**config.mk**
```make
export PLATFORM = sky130hd
export DESIGN_NAME = pc_fetch_ctrl_flat
export DESIGN_NICKNAME = d
export VERILOG_FILES = /design/src/rtl/pc_fetch_ctrl_if.sv /design/src/rtl/pc_fetch_ctrl.sv /design/src/flat_wrapper.sv
export SDC_FILE = /design/constraint.sdc
export NUM_CORES = 1
export LEC_CHECK = 0
export ABC_AREA = 1
export CAP_MARGIN = 5
export CORE_ASPECT_RATIO = 0.9
export CORE_MARGIN = 2
export CORE_UTILIZATION = 42
export CTS_CLUSTER_DIAMETER = 120
export DETAILED_ROUTE_END_ITERATION = 10
export PLACE_DENSITY = 0.77
export SLEW_MARGIN = 20
export SYNTH_ARGS = -nofsm -noshare
export SYNTH_HDL_FRONTEND = slang
export SYNTH_SLANG_ARGS = --single-unit
```
**constraint.sdc**
```tcl
create_clock -name clk -period 2 [get_ports clk]
set_clock_uncertainty 0.1 [all_clocks]
set_input_delay 0.4 -clock clk [delete_from_list [all_inputs] [get_ports clk]]
set_output_delay 0.4 -clock clk [all_outputs]
set_load 0.03 [all_outputs]
```
**src/rtl/pc_fetch_ctrl_if.sv**
```systemverilog
// pc_fetch_ctrl_if
// Bundles the fetch controller's hazard, branch and IF/ID control signals.
//   master : hazard unit / ID stage side (drives stall, imemReady, branch, halt)
//   slave  : pc_fetch_ctrl side (drives pc, pcPlus, IF/ID controls, status)
// Signals:
//   stall        hold PC and IF/ID (ID operands not ready)
//   imemReady    instruction memory has valid data for pc this cycle
//   branchValid  ID instruction is a branch/jump, qualifies jmpTrue
//   jmpTrue      ID-stage comparator result
//   target       ID-stage computed branch target
//   halt         ID instruction decodes as halt
//   pc           registered fetch address
//   pcPlus       pc + step, for link/return values
//   ifidWrite    IF/ID load enable
//   ifidFlush    IF/ID loads a bubble instead of the fetched instruction
//   halted       controller is in the halt state
//   branchCount  taken branches since reset (wraps)
interface pc_fetch_ctrl_if;
    logic        stall;
    logic        imemReady;
    logic        branchValid;
    logic        jmpTrue;
    logic [15:0] target;
    logic        halt;
    logic [15:0] pc;
    logic [15:0] pcPlus;
    logic        ifidWrite;
    logic        ifidFlush;
    logic        halted;
    logic [15:0] branchCount;

    modport master (
        output stall, imemReady, branchValid, jmpTrue, target, halt,
        input  pc, pcPlus, ifidWrite, ifidFlush, halted, branchCount
    );

    modport slave (
        input  stall, imemReady, branchValid, jmpTrue, target, halt,
        output pc, pcPlus, ifidWrite, ifidFlush, halted, branchCount
    );
endinterface

```
**src/rtl/pc_fetch_ctrl.sv**
```systemverilog
// pc_fetch_ctrl
// Fetch-stage program counter and IF/ID control. Predict-not-taken: a taken
// branch resolved in ID redirects the PC and squashes the wrong-path fetch,
// costing one bubble. Also handles hazard stalls, imem wait states and halt.
// Ports:
//   clk  rising-edge clock
//   rst  synchronous active-low reset
//   bus  pc_fetch_ctrl_if slave modport (see interface for signal list)
module pc_fetch_ctrl #(
    parameter logic [15:0] RESET_PC = 16'h0000,
    parameter int unsigned PC_STEP  = 2
) (
    input  logic            clk,
    input  logic            rst,
    pc_fetch_ctrl_if.slave  bus
);

    typedef enum logic [0:0] {StRun, StHalt} state_t;

    localparam logic [15:0] Step = 16'(PC_STEP);

    state_t      stateQ, stateD;
    logic [15:0] pcQ, pcD;
    logic [15:0] countQ, countD;
    logic        taken;

    assign taken = bus.branchValid & bus.jmpTrue;

    always_ff @(posedge clk) begin
        if (!rst) begin
            stateQ <= StRun;
            pcQ    <= RESET_PC;
            countQ <= 16'h0000;
        end else begin
            stateQ <= stateD;
            pcQ    <= pcD;
            countQ <= countD;
        end
    end

    // Next state and IF/ID controls. Default is "hold PC, load a bubble",
    // which covers reset, halt, the HALT state and imem wait states.
    always_comb begin
        stateD        = stateQ;
        pcD           = pcQ;
        countD        = countQ;
        bus.ifidWrite = 1'b1;
        bus.ifidFlush = 1'b1;

        if (rst) begin
            unique case (stateQ)
                StRun: begin
                    if (bus.stall) begin
                        // Branch/halt decision is not valid while stalled.
                        bus.ifidWrite = 1'b0;
                        bus.ifidFlush = 1'b0;
                    end else if (bus.halt) begin
                        stateD = StHalt;
                    end else if (taken) begin
                        // Redirect even if imem is waiting; that fetch is dropped.
                        pcD    = {bus.target[15:1], 1'b0};
                        countD = countQ + 16'h0001;
                    end else if (bus.imemReady) begin
                        pcD           = pcQ + Step;
                        bus.ifidFlush = 1'b0;
                    end
                end
                StHalt: begin
                    // Frozen until reset.
                end
                default: begin
                    stateD = StRun;
                end
            endcase
        end
    end

    assign bus.pc          = pcQ;
    assign bus.pcPlus      = pcQ + Step;
    assign bus.halted      = (stateQ == StHalt);
    assign bus.branchCount = countQ;

endmodule

```
**src/flat_wrapper.sv**
```systemverilog
// flat-port wrapper written by rule: the top's interface ports become plain ports
module pc_fetch_ctrl_flat 
#(
    parameter logic [15:0] RESET_PC = 16'h0000,
    parameter int unsigned PC_STEP  = 2
)
  (clk, rst, bus_stall, bus_imemReady, bus_branchValid, bus_jmpTrue, bus_target, bus_halt, bus_pc, bus_pcPlus, bus_ifidWrite, bus_ifidFlush, bus_halted, bus_branchCount);
  pc_fetch_ctrl_if bus_i ();
  input  logic clk;
  input  logic rst;
  input wire logic [$bits(bus_i.stall)-1:0] bus_stall;
  input wire logic [$bits(bus_i.imemReady)-1:0] bus_imemReady;
  input wire logic [$bits(bus_i.branchValid)-1:0] bus_branchValid;
  input wire logic [$bits(bus_i.jmpTrue)-1:0] bus_jmpTrue;
  input wire logic [$bits(bus_i.target)-1:0] bus_target;
  input wire logic [$bits(bus_i.halt)-1:0] bus_halt;
  output wire logic [$bits(bus_i.pc)-1:0] bus_pc;
  output wire logic [$bits(bus_i.pcPlus)-1:0] bus_pcPlus;
  output wire logic [$bits(bus_i.ifidWrite)-1:0] bus_ifidWrite;
  output wire logic [$bits(bus_i.ifidFlush)-1:0] bus_ifidFlush;
  output wire logic [$bits(bus_i.halted)-1:0] bus_halted;
  output wire logic [$bits(bus_i.branchCount)-1:0] bus_branchCount;
  assign bus_i.stall = bus_stall;
  assign bus_i.imemReady = bus_imemReady;
  assign bus_i.branchValid = bus_branchValid;
  assign bus_i.jmpTrue = bus_jmpTrue;
  assign bus_i.target = bus_target;
  assign bus_i.halt = bus_halt;
  assign bus_pc = bus_i.pc;
  assign bus_pcPlus = bus_i.pcPlus;
  assign bus_ifidWrite = bus_i.ifidWrite;
  assign bus_ifidFlush = bus_i.ifidFlush;
  assign bus_halted = bus_i.halted;
  assign bus_branchCount = bus_i.branchCount;
  pc_fetch_ctrl #(.RESET_PC(RESET_PC), .PC_STEP(PC_STEP)) u_core (.clk(clk), .rst(rst), .bus(bus_i));
endmodule
```
==> run_results.csv, run 1 <==
group,metric,value,unit
status,status,"finished with violations",
status,violations,"setup timing",
critical_path,cp_data_arrival_time,1560,ps
critical_path,path_cells,"ha_4, nand2_4, nor2_4, nand2_4, inv_4, nand2_1, nand2_2, and2_4, buf_6",
timing,hold_viol,0,
clocking,clock_path_buffers,2,
yosys,async_reset_ff_frac,0,
grt,grt_max_degree,16,
final_layout,layout-drive-gt1-share,0.2435,
critical_path,cp_max_fo,4,
critical_path,cp_slowest_cell,"dfxtp_4",
timing,finalCritPeriodShare,1.029,
timing,fin_ws,-57.67,ps
detailed_routing,totalWireLength,6.244,mm
clocking,clk_pin_slew,70,ps
clocking,cts_tree,"built",
floorplanning,die_w,76.23,microns
detailed_routing,drt-vias-per-instance,5.152,
final_layout,nets,411,
yosys,synthTopCellsByArea,"dfxtp_1 (32%), nand2_1 (13%), a21oi_1 (8.9%)",
critical_path,startpoint_type,"flop",
yosys,synth_top_area_share,0.3249,
timing,drv_slew,0,
timing,rsz0062_at_grt,"yes",
timing,whs,388.8,ps
timing,fmax,486.0,MHz
yosys,yosysTopAreaCell,"dfxtp_1",
power_and_ir_drop,peakVddDrop,0.3482,mV
yosys,netlist_area,1972,sq um
grt,grt_pass1_vias,2082,
yosys,synth_seq_cells,32,
clocking,htree_levels,2,
critical_path,criticalPathCategory,"reg2out",
final_layout,mostFrequentLayoutCells,"nand2_1 (64), clkdlybuf4s50_1 (49), a21oi_1 (35)",
grt,antenna_found_initial,0,
critical_path,cpMostUsedCell,"nand2_4",
grt,grt_util_met1,0.2948,
yosys,yosys_warnings,0,
yosys,synth_top_flop_cell,"dfxtp_1",
detailed_routing,postRouteAntennaNets,0,
final_layout,n_antenna_cell,0,
floorplanning,rows,23,
final_layout,num-fill-cells,384,
power_and_ir_drop,p_leak,0.001325,uW
final_layout,seq_area,663.1,sq um
place,dpl_cell_area,2789,sq um
grt,busiest_layer,"met2",
place,gp_congestion,0.8802,
grt,met3_usage,0.05105,
critical_path,critPathMaxStageDelay,370,ps
final_layout,postLayoutCellArea,3133,sq um
place,io_buffers,70,
clocking,numCtsBuffers,5,
clocking,cts_root_buf,"clkbuf_8",
detailed_routing,avgRoutedWirePerCell,13.94,microns
timing,setup_tns,-236.4,ps
critical_path,rr_worst_depth,7,
final_layout,area_delta_synth_final,58.88,%
final_layout,multiInputGateArea,1311,sq um
yosys,yosysUniqueCellTypes,34,
hold_path,whs_path_depth,2,
floorplanning,die_h,69.01,microns
hold_path,hp-class,"reg2reg",
detailed_routing,drt_first_iter_violations,157,
floorplanning,initial_utilization,0.4392,
clocking,clk_latency,280,ps
power_and_ir_drop,p_per_area,517.2,nW/um^2
final_layout,layout_commonest_cell,"nand2_1",
clocking,cts.sinks,32,
floorplanning,pin_count,74,
critical_path,cp.required,1500,ps
detailed_routing,first_pass_iters,4,
grt,grtUsageMet2,0.3618,
yosys,synth-edff-count,0,
grt,grt_overflow_total,0,
yosys,synth_cells,293,
grt,grt_use_total,0.2250,
job,maxCapViolCount,0,
yosys,synth.avg_cell_area,6.730,sq um
grt,grt_pass1_wl,9.660,mm
timing,setup_viol,7,
yosys,synth_seq_area_share,0.3249,
floorplanning,dieArea,5260,sq um
detailed_routing,post-route-drc-count,0,
critical_path,cp-end-kind,"primary output",
place,dp_hpwl,4.199,mm
timing,period_minus_slack,2058,ps
place,pre_cts_slack,5.049,ps
floorplanning,core-area,4489,sq um
detailed_routing,vias,2308,
-- cell families (layout without fill, tap and decap cells) --
group / Yosys count / in the layout / share of synthesized area
other: 1 / 2 / 0.001902
adder cells (fa/ha/maj): 2 / 2 / 0.01269
AO/OA/AOI/OAI: 64 / 64 / 0.1815
AND/OR/NAND/NOR: 146 / 146 / 0.3471
buffers and inverters: 37 / 129 / 0.08311
flip-flops: 32 / 32 / 0.3249
XOR/XNOR: 11 / 11 / 0.04886
-- stage by stage --
| stage | total power, uW | instances | util |
|---|---|---|---|
| after floorplan | 890.1 | 294 | - |
| after global placement | 1042 | 432 | 0.6212 |
| after detailed placement | 1046 | 432 | 0.6212 |
| after CTS | 1605 | 443 | 0.6695 |
| after global routing | 1682 | 448 | 0.6979 |
| final | 1621 | 448 | 0.6979 |
-- layer usage --
layer	part of all wire	vias to the layer above
met5	0	-
met4	0.015	0
met3	0.062	8
met2	0.48	87
met1	0.44	1072
li1	-	1141
-- sequential cells by signal (all words and copies together) (netlist names) --
signal / flops
u_core.bus.pc: 15
u_core.bus.branchCount: 16
u_core.bus.halted: 1
-- final timing paths --
kind | startpoint | endpoint | slack [ps]
max reg2reg | u_core.bus.branchCount[1]$_SDFFE_PN0P_ | u_core.bus.branchCount[8]$_SDFFE_PN0P_ | 390
min | u_core.bus.branchCount[5]$_SDFFE_PN0P_ | u_core.bus.branchCount[5]$_SDFFE_PN0P_ | 390
min reg2reg | u_core.bus.branchCount[5]$_SDFFE_PN0P_ | u_core.bus.branchCount[5]$_SDFFE_PN0P_ | 390
max | u_core.bus.pc[2]$_SDFFE_PN0P_ | bus_pcPlus[15] | -60
-- repair_timing --
| item | 4_1_cts | 5_1_grt |
|---|---|---|
| hold buffers | 0 | 0 |
| resized for setup | 32 | 36 |
| setup buffers | 5 | 5 |
| endpoints found under the setup margin | 15 | 16 |
| pin swaps | 6 | 7 |
| gates cloned | 0 | 0 |
-- report_power, final --
group / total, uW / switching (uW) / internal, uW
sequential: 685 / 28.3 / 657
clock: 553 / 247 / 307
combinational: 383 / 214 / 169
-- cell usage after synthesis (7+ instances only) --
master and number:
xor2_1 8, dfxtp_1 32, and2_1 7, nand4_1 7, o21ai_0 21, nand2_1 70
nand3_1 19, inv_1 26, nor2_1 31, a21oi_1 35
-- cell type report --
cell class / count / area share
tap: 62 / 0.02476
timing repair buffer: 93 / 0.2772
clock buffer: 7 / 0.03075
sequential: 32 / 0.2117
inverter: 29 / 0.03714
multi-input combinational: 225 / 0.4185
-- critical path: cells and delay by family, from the launching register on --
family                   cells  cell delay, ps
adder cells (fa/ha/maj)      1             150
buffers and inverters        2             210
flip-flops                   1             370
AND/OR/NAND/NOR              6             540
Power figures use the tool's default switching activity.
==> inputs of run 2 (changes only) <==
--- a/config.mk
+++ b/config.mk
@@ -12,6 +12,7 @@
 export CORE_UTILIZATION = 42
 export CTS_CLUSTER_DIAMETER = 120
 export DETAILED_ROUTE_END_ITERATION = 10
+export HOLD_SLACK_MARGIN = 0.08
 export PLACE_DENSITY = 0.77
 export SLEW_MARGIN = 20
 export SYNTH_ARGS = -nofsm -noshare
==> results of run 2 <==
Same layout as run 1: the final DEF is identical, and so are final timing and power.
==> inputs of run 3 (changes only) <==
--- a/config.mk
+++ b/config.mk
@@ -14,7 +14,7 @@
 export DETAILED_ROUTE_END_ITERATION = 10
 export HOLD_SLACK_MARGIN = 0.08
 export PLACE_DENSITY = 0.77
-export SLEW_MARGIN = 20
+export SLEW_MARGIN = 0
 export SYNTH_ARGS = -nofsm -noshare
 export SYNTH_HDL_FRONTEND = slang
 export SYNTH_SLANG_ARGS = --single-unit
==> results of run 3 <==
Same layout as run 1: the final DEF is identical, and so are final timing and power.
